## config.mk

```make
export PLATFORM = sky130hd
export DESIGN_NAME = br_tag_ctrl
export DESIGN_NICKNAME = d
export VERILOG_FILES = /design/src/rtl/br_tag_ctrl.sv
export SDC_FILE = /design/constraint.sdc
export NUM_CORES = 1
export LEC_CHECK = 0
export ABC_AREA = 1
export CORE_MARGIN = 4
export CORE_UTILIZATION = 44
export CTS_CLUSTER_SIZE = 28
export DETAILED_ROUTE_END_ITERATION = 10
export GPL_TIMING_DRIVEN = 0
export PLACE_DENSITY = 0.75
export SETUP_SLACK_MARGIN = 0.1
export SYNTH_ARGS = -nofsm -noshare
export SYNTH_HDL_FRONTEND = slang
export SYNTH_SLANG_ARGS = --single-unit
```

## constraint.sdc

```tcl
create_clock -name clk -period 2.1 [get_ports clk]
set_input_delay 0.63 -clock clk [delete_from_list [all_inputs] [get_ports clk]]
set_output_delay 0.63 -clock clk [all_outputs]
set_load 0.05 [all_outputs]
```

## src/rtl/br_tag_ctrl.sv

```systemverilog
// br_tag_ctrl
//   Allocates one-hot branch tags at dispatch, tracks relative age of the
//   outstanding branches, and on resolution frees the resolved tag (correct
//   prediction) or the tag plus every younger tag (misprediction). The
//   registered clear/recover pulses are broadcast to all br_mask holders.
//
// Ports
//   clk, rst            clock, synchronous active-high reset
//   alloc_req_i         dispatch wants a tag this cycle
//   alloc_gnt_o         combinational grant (tag live from next edge)
//   alloc_tag_1hot_o    combinational lowest free tag (0 when full)
//   live_mask_o         registered mask of outstanding tags
//   stall_o             combinational: full, recovering, or mispredict now
//   br_right_i          resolving branch was predicted correctly
//   br_wrong_i          resolving branch was mispredicted
//   br_tag_1hot_i       tag of the resolving branch
//   clear_o/clear_tag_o registered one-cycle clear pulse and its tag
//   recover_o           registered one-cycle recovery pulse
//   recover_mask_o      registered squash mask (mispredicted tag + younger)
//   live_cnt_o          popcount of live_mask_o
//
// state   | meaning
// NORMAL  | tags may be allocated, wrong/right resolves accepted
// RECOVER | one cycle after a squash; no allocation, wrong ignored
module br_tag_ctrl #(
  parameter int BR_MASK_W = 4
) (
  input  logic                           clk,
  input  logic                           rst,
  input  logic                           alloc_req_i,
  output logic                           alloc_gnt_o,
  output logic [BR_MASK_W-1:0]           alloc_tag_1hot_o,
  output logic [BR_MASK_W-1:0]           live_mask_o,
  output logic                           stall_o,
  input  logic                           br_right_i,
  input  logic                           br_wrong_i,
  input  logic [BR_MASK_W-1:0]           br_tag_1hot_i,
  output logic                           clear_o,
  output logic [BR_MASK_W-1:0]           clear_tag_o,
  output logic                           recover_o,
  output logic [BR_MASK_W-1:0]           recover_mask_o,
  output logic [$clog2(BR_MASK_W+1)-1:0] live_cnt_o
);

  localparam int CNT_W = $clog2(BR_MASK_W + 1);

  typedef enum logic {NORMAL, RECOVER} state_t;

  state_t               state_q, state_d;
  logic [BR_MASK_W-1:0] live_q, live_d;
  // dep_q[i] holds the tags that were live (older) when tag i was allocated
  logic [BR_MASK_W-1:0] dep_q [BR_MASK_W];
  logic [BR_MASK_W-1:0] dep_d [BR_MASK_W];
  logic                 clear_q, recover_q;
  logic [BR_MASK_W-1:0] clear_tag_q, recover_mask_q;

  logic                 in_normal, full, found, tag_live;
  logic                 wrong_acc, right_acc;
  logic [BR_MASK_W-1:0] free_tag, younger, kill, freed;

  always_ff @(posedge clk) begin
    if (rst) begin
      state_q        <= NORMAL;
      live_q         <= '0;
      for (int i = 0; i < BR_MASK_W; i++) dep_q[i] <= '0;
      clear_q        <= 1'b0;
      clear_tag_q    <= '0;
      recover_q      <= 1'b0;
      recover_mask_q <= '0;
    end else begin
      state_q        <= state_d;
      live_q         <= live_d;
      for (int i = 0; i < BR_MASK_W; i++) dep_q[i] <= dep_d[i];
      clear_q        <= right_acc;
      clear_tag_q    <= right_acc ? br_tag_1hot_i : '0;
      recover_q      <= wrong_acc;
      recover_mask_q <= wrong_acc ? kill : '0;
    end
  end

  always_comb begin
    state_d  = state_q;
    live_d   = live_q;
    free_tag = '0;
    found    = 1'b0;
    younger  = '0;
    for (int i = 0; i < BR_MASK_W; i++) dep_d[i] = dep_q[i];

    for (int i = 0; i < BR_MASK_W; i++) begin
      if (!live_q[i] && !found) begin
        free_tag[i] = 1'b1;
        found       = 1'b1;
      end
    end

    in_normal   = (state_q == NORMAL);
    full        = &live_q;
    alloc_gnt_o = alloc_req_i && !full && in_normal && !br_wrong_i;
    stall_o     = full || !in_normal || br_wrong_i;
    alloc_tag_1hot_o = free_tag;

    tag_live  = |(br_tag_1hot_i & live_q);
    wrong_acc = br_wrong_i && in_normal && tag_live;
    for (int j = 0; j < BR_MASK_W; j++)
      younger[j] = live_q[j] && |(dep_q[j] & br_tag_1hot_i);
    kill = br_tag_1hot_i | younger;

    // while recovering, a right on an already-squashed tag must not pulse
    right_acc = br_right_i && !wrong_acc && tag_live &&
                !(!in_normal && |(br_tag_1hot_i & recover_mask_q));

    freed = wrong_acc ? kill : (right_acc ? br_tag_1hot_i : '0);

    live_d = (live_q & ~freed) | (alloc_gnt_o ? free_tag : '0);

    for (int i = 0; i < BR_MASK_W; i++) begin
      if (wrong_acc && kill[i])
        dep_d[i] = '0;
      else
        dep_d[i] = dep_q[i] & ~freed;
      // the new row drops a tag freed this same cycle so that a later
      // reuse of that tag is not mistaken for an older branch
      if (alloc_gnt_o && free_tag[i])
        dep_d[i] = live_q & ~freed;
    end

    case (state_q)
      NORMAL:  if (wrong_acc) state_d = RECOVER;
      RECOVER: state_d = NORMAL;
      default: state_d = NORMAL;
    endcase
  end

  always_comb begin
    live_cnt_o = '0;
    for (int i = 0; i < BR_MASK_W; i++)
      live_cnt_o = live_cnt_o + CNT_W'(live_q[i]);
  end

  assign live_mask_o    = live_q;
  assign clear_o        = clear_q;
  assign clear_tag_o    = clear_tag_q;
  assign recover_o      = recover_q;
  assign recover_mask_o = recover_mask_q;

endmodule

```

* After elaboration in Yosys (flattened, before gate mapping)
Memory sizes are Yosys's and may differ from the RTL's.
Index checks and enable logic that the tools add are counted.
Widths: inputs -> output; s select.
** Storage, ports and cells
- Register bits :: 15
- RAM bits :: 16
- Input bits :: 9
- Output and inout port bits :: 23
- Logic and storage cells :: 99
- Memories kept :: 1
** Memory list
- dep_q :: depth 4, bits a word 4, rd ports 4, clocked after Yosys merged registers in 0, wr ports 4, line 52 : logic [BR_MASK_W-1:0] dep_q [BR_MASK_W];
** Cells by class
- Add/subtract/negate cells :: 3
- Muxes and demuxes :: 26
- Bitwise gates (word level) :: 20
- Reductions and logical operators :: 43
** Operators by type and width (number)
- $mux 4 :: 15
- $and 4x4->4 :: 11
- $logic_and 1x1->1 :: 24
- $reduce_or 4->1 :: 6
- $mux 1 :: 10
- $logic_not 1->1 :: 9
- $or 4x4->4 :: 2
- $not 4->4 :: 1
- $or 1x1->1 :: 4
- $reduce_and 4->1 :: 1
- $add 2x1->3 :: 1
- $add 3x1->3 :: 1
- $add 1x1->2 :: 1
- $logic_or 1x1->1 :: 2
- $not 1->1 :: 2
- $pmux 1 s2 :: 1
- $reduce_or 2->1 :: 1

* Depth between registers and ports, before layout
Gate-level depths: netlist of run 1.
- Word-level depth :: 14
- Depth in mapped cells :: 12
- Depth with buffers taken out :: 11

* Worst setup path before layout of run 1
No wires, ideal clock.
- Kind :: register to output
- From :: register live_q[0], in the netlist live_mask_o[0]
- To :: output port live_cnt_o[1]
- Data arrival time :: 2.441 ns
- Data required time :: 1.470 ns
- Slack :: -0.971 ns
- Cell stages (with the launch flop) :: 7
- Path buffers :: 1
- Path through :: dfxtp_1 > buf_6 > inv_1 > fa_1 > inv_1 > ha_1 > ha_1
** On the way
- Longest elaborated chain between the ends :: 3
** RTL lines
- start, declared :: line 50 : logic [BR_MASK_W-1:0] live_q, live_d;
- start signal, assigned :: line 72 : live_q <= live_d;
- $add 1x1->2 :: line 137 : live_cnt_o = live_cnt_o + CNT_W'(live_q[i]);
- $add 2x1->3 :: line 137
- $add 3x1->3 :: line 137
- end, declared :: line 42 : output logic [$clog2(BR_MASK_W+1)-1:0] live_cnt_o
Every way passes these cells.

* Worst setup path in the final report of run 1
Ends and elaborated chain as after synthesis.

==> metrics.txt, run 1 <==
status=finished, violations left; failing checks=negative setup slack; clk root buf=clkbuf_4; TNS Setup=-1.33 ns; reg2reg setup slack=between 0.3 and 0.4 ns; startpoint types=flip-flop; Worst EP required=around 1.5 ns; DR vias=around 1400; Setup crit end kind=output pin; Final setup viols=4; CP Data Arrival Time=2.00 ns; DP Wirelength=around 2800 um; first-pass GRT wire length=roughly 6200 um; area of the mapped netlist=around 0.0014 mm^2; DR iter-0 viols=69; share of cells above drive strength 1=0.253; Slew Limit Headroom=0.672; Inst Count DP=about 250; Chip Width=between 60 and 70 um; power per cell area=around 510 mW/mm^2; Worst-Margin Slew=between 0.4 and 0.5 ns; critical path class=flip-flop to output pin; min setup slack post-route=-0.525 ns; R2R cell count=12; Placed Area=between 0.0015 and 0.002 mm^2; slowest stage cell, crit path=fa_1; type of the most critical hold path=flip-flop to flip-flop; Die Y-Extent=between 60 and 70 um; Placer Congestion=0.911; overall routed net length=3770 um; WHS=0.471 ns; clock buffer count from CTS=3; final hold viol count=0; Crit path buffers/inverters=4; Yosys top cell area share=0.396; Min-Delay Path Depth=2; top post-synthesis cells by area=dfxtp_1 40%, nand2_1 16%, nand3_1 5.9%; Residual DRC=0; CP max FO=2; Critical R2R Capture=dep_q[2][0]; vias per inst=5.28; Worst IR Drop VDD=approximately 450 uV; design area=between 0.0015 and 0.002 mm^2; syn nets=about 210; I/O pin count=32; Initial Util=0.479; CTS Buffer Depth=2; most frequent CP cell=ha_4; DR pass1 iterations=4; core area=around 0.0029 mm^2; worst hold start=dep_q[0][3]; crit path time final=2.63 ns; clk sinks=27; Die ar.=0.00406 mm^2; Global Route Usage Sum=0.194; ANT cells=0; R2R Path Start=live_mask_o[0]; routed len/inst=approximately 14 um; Port Buf Inserts=30; # rows=19; vias in the first global route=roughly 1300; CP max stage delay=between 0.5 and 0.6 ns; Reg clk slew, reported paths=~0.15 ns; sequential-to-total area share from yosys stat=0.396; Layout area overhead=33.7%; WHS Endpoint=dep_q[0][3]; post-synth cell types=23; RSZ-0062 raised after global routing=yes; Yosys warning count=0; Leak=about 0.95 nW; synthesized flop and latch total=27; filler instances=258; Max Slew Vio Count=0; fin nets=approximately 250; initial antenna violation count=0; max-cap violation count=0; Syn Inst Count=between 150 and 200; Layout Cells excl Fill=260; fmax=between 0.3 and 0.4 GHz; Synth Area per Inst=between 7 and 8 um^2; Stages on worst setup path=7; Cell Chain, Critical Path=buf_6 > clkinvlp_4 > fa_1 > inv_2 > ha_4 > ha_4 > buf_8; CTS tree=done; Largest delay share family, worst path=adder cells; pin count of the biggest net entering global routing=16; Routed Antenna Nets=0; largest area contributor in the netlist=dfxtp_1; Max H-tree Level=1; worst skew pair latency=0.33 ns; GRT Residual Overflow=0; Worst Skew=approximately 0.012 ns; Setup WS pre-CTS=-0.914 ns; fin crit share=1.25
worst reg2reg max path: cells and delay by family, from the launching register on:
family / cells / cell delay (ns)
compound gates: 1 / 0.09
simple gates: 5 / 0.49
fa+ha+maj: 1 / 0.18
flops: 1 / 0.37
buf+inv: 5 / 0.53
worst max-delay path by stage:
| stage | startpoint | to | slack [ns] |
|---|---|---|---|
| after floorplan | live_mask_o[0] | live_cnt_o[1] | -0.50 |
| after CTS | live_mask_o[0] | live_cnt_o[1] | -0.53 |
| final | live_mask_o[0] | live_cnt_o[1] | -0.53 |
| after global placement | live_mask_o[0] | live_cnt_o[1] | -0.90 |
| after detailed placement | live_mask_o[3] | live_cnt_o[1] | -0.91 |
| after global routing | live_mask_o[0] | live_cnt_o[1] | -0.60 |
stage by stage:
step	utilization	power (mW)
after floorplan	-	0.644
after global placement	0.611	0.698
after detailed placement	0.611	0.699
after CTS	0.632	0.934
after global routing	0.640	0.974
final	0.640	0.927
cell type report:
| cell class | count | area, um^2 | share of cell area |
|---|---|---|---|
| multi-input cells | 134 | 744 | 0.408 |
| clock buffers | 3 | 22.5 | 0.0123 |
| repair buffers | 35 | 343 | 0.188 |
| plain buffers | 4 | 23.8 | 0.0130 |
| flip-flops and latches | 27 | 551 | 0.302 |
| clock inverters | 1 | 5.00 | 0.00274 |
| inverters | 25 | 97.6 | 0.0535 |
| well taps | 31 | 38.8 | 0.0212 |
layer usage:
layer,share of wire,global-route usage,vias up
met5,0,0,-
met3,0.085,0.0284,8
met4,0.018,0.0836,0
met2,0.45,0.296,68
met1,0.45,0.272,620
li1,-,-,676
cells in the final DEF, fill, tap and decap left out, drive strengths merged:
master	n
a21oi	11
fa	1
o22ai	1
clkdlybuf4s50	2
nor2	16
nor3	2
clkbuf	7
dlygate4sd2	14
dlymetal6s2s	4
nand4	6
nand3	18
dfxtp	27
nand2	68
clkinv	1
inv	24
o21ai	6
buf	15
ha	5
clkinvlp	1
cell usage after synthesis (all sizes together):
master and count:
ha 5, nand2 68, o21ai 6, clkbuf 2, buf 2, inv 25, fa 1, nand4 6
o22ai 1, nor2 16, dfxtp 27, a21oi 11, nand3 18, nor3 2
flip-flops by register name, summed over array words and instances (netlist names):
signal,flops
dep_q,12
clear_tag_o,4
live_mask_o,4
recover_mask_o,4
clear_o,1
recover_o,1
state_q,1
kinds of logic after synthesis:
group,synth area share
AOI/OAI and AO/OA,0.0807
adders and majority gates,0.0605
buffers and inverters,0.0862
DFF,0.396
and+or+nand+nor,0.377
power breakdown:
group,internal (mW),switching [mW],total (mW)
logic,0.0583,0.121,0.179
registers,0.516,0.00289,0.519
clock network,0.0716,0.158,0.229
total,0.646,0.281,0.927
repair_timing:
action | CTS | global route
pin swaps | 1 | 0
setup buffers | 4 | 1
endpoints found under the setup margin | 23 | 25
gates cloned | 0 | 0
hold buffers | 0 | 0
gates resized for setup | 78 | 13
(Power assumes the default switching activity.)
==> run 2, diff against run 1 <==
- HOLD_SLACK_MARGIN: default -> 0.12
==> results of run 2 <==
Final layout, timing and power as in run 1 (identical DEF).
==> run 3, diff against run 2 <==
- CORE_ASPECT_RATIO: default -> 0.75
==> metrics.txt, run 3 (synthesis results as in run 1) <==
fin crit share=1.23 (-0.0233); worst hold start=dep_q[0][3]; clk root buf=clkbuf_8; Worst-Margin Slew=0.519 ns (+0.0247 ns); GRT Residual Overflow=0 (unchanged); Die ar.=0.00407 mm^2 (+0.22%); DR pass1 iterations=4 (unchanged); overall routed net length=3750 um (-0.35%); Die Y-Extent=56.2 um (-12%); power per cell area=531 mW/mm^2 (+4.5%); reg2reg setup slack=0.43 ns (+0.04 ns); Worst Skew=0.00501 ns (-0.00673 ns); pin count of the biggest net entering global routing=17 (+1); Chip Width=72.3 um (+14%); type of the most critical hold path=flip-flop to flip-flop; final hold viol count=0 (unchanged); Min-Delay Path Depth=2 (unchanged); WHS Endpoint=dep_q[0][3]; Routed Antenna Nets=0 (unchanged); CTS Buffer Depth=2 (unchanged); Worst EP required=1.47 ns (about the same); Setup WS pre-CTS=-0.936 ns (-0.0220 ns); Global Route Usage Sum=0.187 (-0.00657); critical path class=flip-flop to output pin; fin nets=249 (+1.6%); max FFs per register=12 (unchanged); first-pass GRT wire length=5980 um (-3.9%); DR iter-0 viols=114 (+65%); CP Data Arrival Time=1.95 ns (-0.05 ns); commonest cells after routing, fill and taps aside=60 x nand2_1, 23 x dfxtp_1, 19 x dlygate4sd2_1, 16 x inv_1, 14 x nand3_1; fmax=0.388 GHz (+1.9%); Placer Congestion=0.871 (-4.4%); clock buffer count from CTS=3 (unchanged); design area=0.00191 mm^2 (+4.5%); Leak=0.947 nW (+0.14%); Reg with most FFs=dep_q; Critical R2R Capture=dep_q[2][0]; Layout area overhead=39.8%; Slew Limit Headroom=0.654 (-0.0178); worst skew pair latency=0.28 ns (-0.05 ns); Setup crit end kind=output pin; Placed Area=0.00175 mm^2 (+0.50%); status=finished, violations left; clk sinks=27 (unchanged); routed len/inst=13.9 um (-4.4%); most common cell after layout, fill and taps aside=nand2_1; initial antenna violation count=0 (unchanged); min setup slack post-route=-0.476 ns (+0.0489 ns); filler instances=263 (+1.9%); share of cells above drive strength 1=0.270 (+0.0171); I/O pin count=32 (unchanged); Residual DRC=0 (unchanged); ANT cells=0 (unchanged); CTS tree=done; Max H-tree Level=1 (unchanged); Port Buf Inserts=30 (unchanged); failing checks=negative setup slack; TNS Setup=-1.18 ns (+0.150 ns); vias per inst=5.18 (-1.8%); crit path time final=2.58 ns (-0.0489 ns); core area=0.00296 mm^2 (+3.6%); Worst IR Drop VDD=318 uV (-29%); CP max FO=2 (unchanged); DR vias=1404 (+2.3%); R2R Path Start=live_mask_o[0]; Initial Util=0.462 (-0.0168); Reg clk slew, reported paths=0.09 ns (-0.06 ns); vias in the first global route=1241 (-2.5%); R2R cell count=12 (unchanged); WHS=0.458 ns (-0.0136 ns); Max Slew Vio Count=0 (unchanged); Final setup viols=3 (-1); CP startpoint=live_mask_o[0]; RSZ-0062 raised after global routing=yes; max-cap violation count=0 (unchanged); # rows=17 (-2); startpoint types=flip-flop; DP Wirelength=2620 um (-6.8%)
-- run 3: cell types whose count changed in the layout (fill, tap and decap cells not counted), moves of 2 or more --
cell,before,now
clkbuf_8,0,3
nand3_4,0,2
dlymetal6s2s_1,4,0
buf_4,4,12
clkbuf_4,3,0
dlygate4sd2_1,14,19
clkbuf_2,2,0
inv_4,0,2
-- run 3: metal layers --
metal | GRT usage | part of all wire | vias up
met5 | 0 | 0 | -
met4 | 0.0402 | 0.012 | 0
met2 | 0.284 | 0.46 | 65
li1 | - | - | 691
met1 | 0.266 | 0.44 | 639
met3 | 0.0469 | 0.090 | 9
-- run 3: per-stage QoR --
step                power (mW)  instances  utilization
CTS                       1.01        269        0.632
global placement         0.698        258        0.592
finish                    1.01        271        0.645
floorplan                0.644        190            -
detailed placement       0.699        258        0.592
global route              1.05        271        0.645
-- run 3: what timing repair did --
action,4_1_cts,5_1_grt
gates resized for setup,86,13
pin swaps,1,2
setup buffers,7,2
setup endpoints to repair,28,7
hold buffers,0,0
endpoints found under the hold margin,0,0
-- run 3: worst max path at each step --
| stage | to | depth (start not counted) |
|---|---|---|
| after global routing | live_cnt_o[1] | 7 |
| after global placement | alloc_gnt_o | 5 |
| after floorplan | live_cnt_o[1] | 6 |
| after CTS | live_cnt_o[1] | 7 |
| final | live_cnt_o[1] | 7 |
| after detailed placement | alloc_gnt_o | 5 |
-- run 3: power breakdown --
group / leakage, nW / switching [mW] / total (mW) / internal [mW]
registers: 0.221 / 0.00317 / 0.517 / 0.514
logic: 0.700 / 0.127 / 0.191 / 0.0643
clock network: 0.0260 / 0.168 / 0.304 / 0.136
-- run 3: worst max-delay path, cell delays in order (launching register included) --
cell,delay [ns]
dfxtp_4,0.36
buf_6,0.10
clkinvlp_4,0.08
fa_1,0.53
inv_2,0.05
ha_4,0.16
ha_4,0.26
buf_8,0.13
-- run 3: cell type report --
cell class                 instances  area, um^2  area share
sequential                        27         553       0.290
buffer                             4        26.3      0.0138
multi-input combinational        134         779       0.409
tap                               38        47.5      0.0249
clock inverter                     1        6.26     0.00328
timing repair buffer              39         354       0.186
clock buffer                       3        41.3      0.0216
inverter                          25         100      0.0525
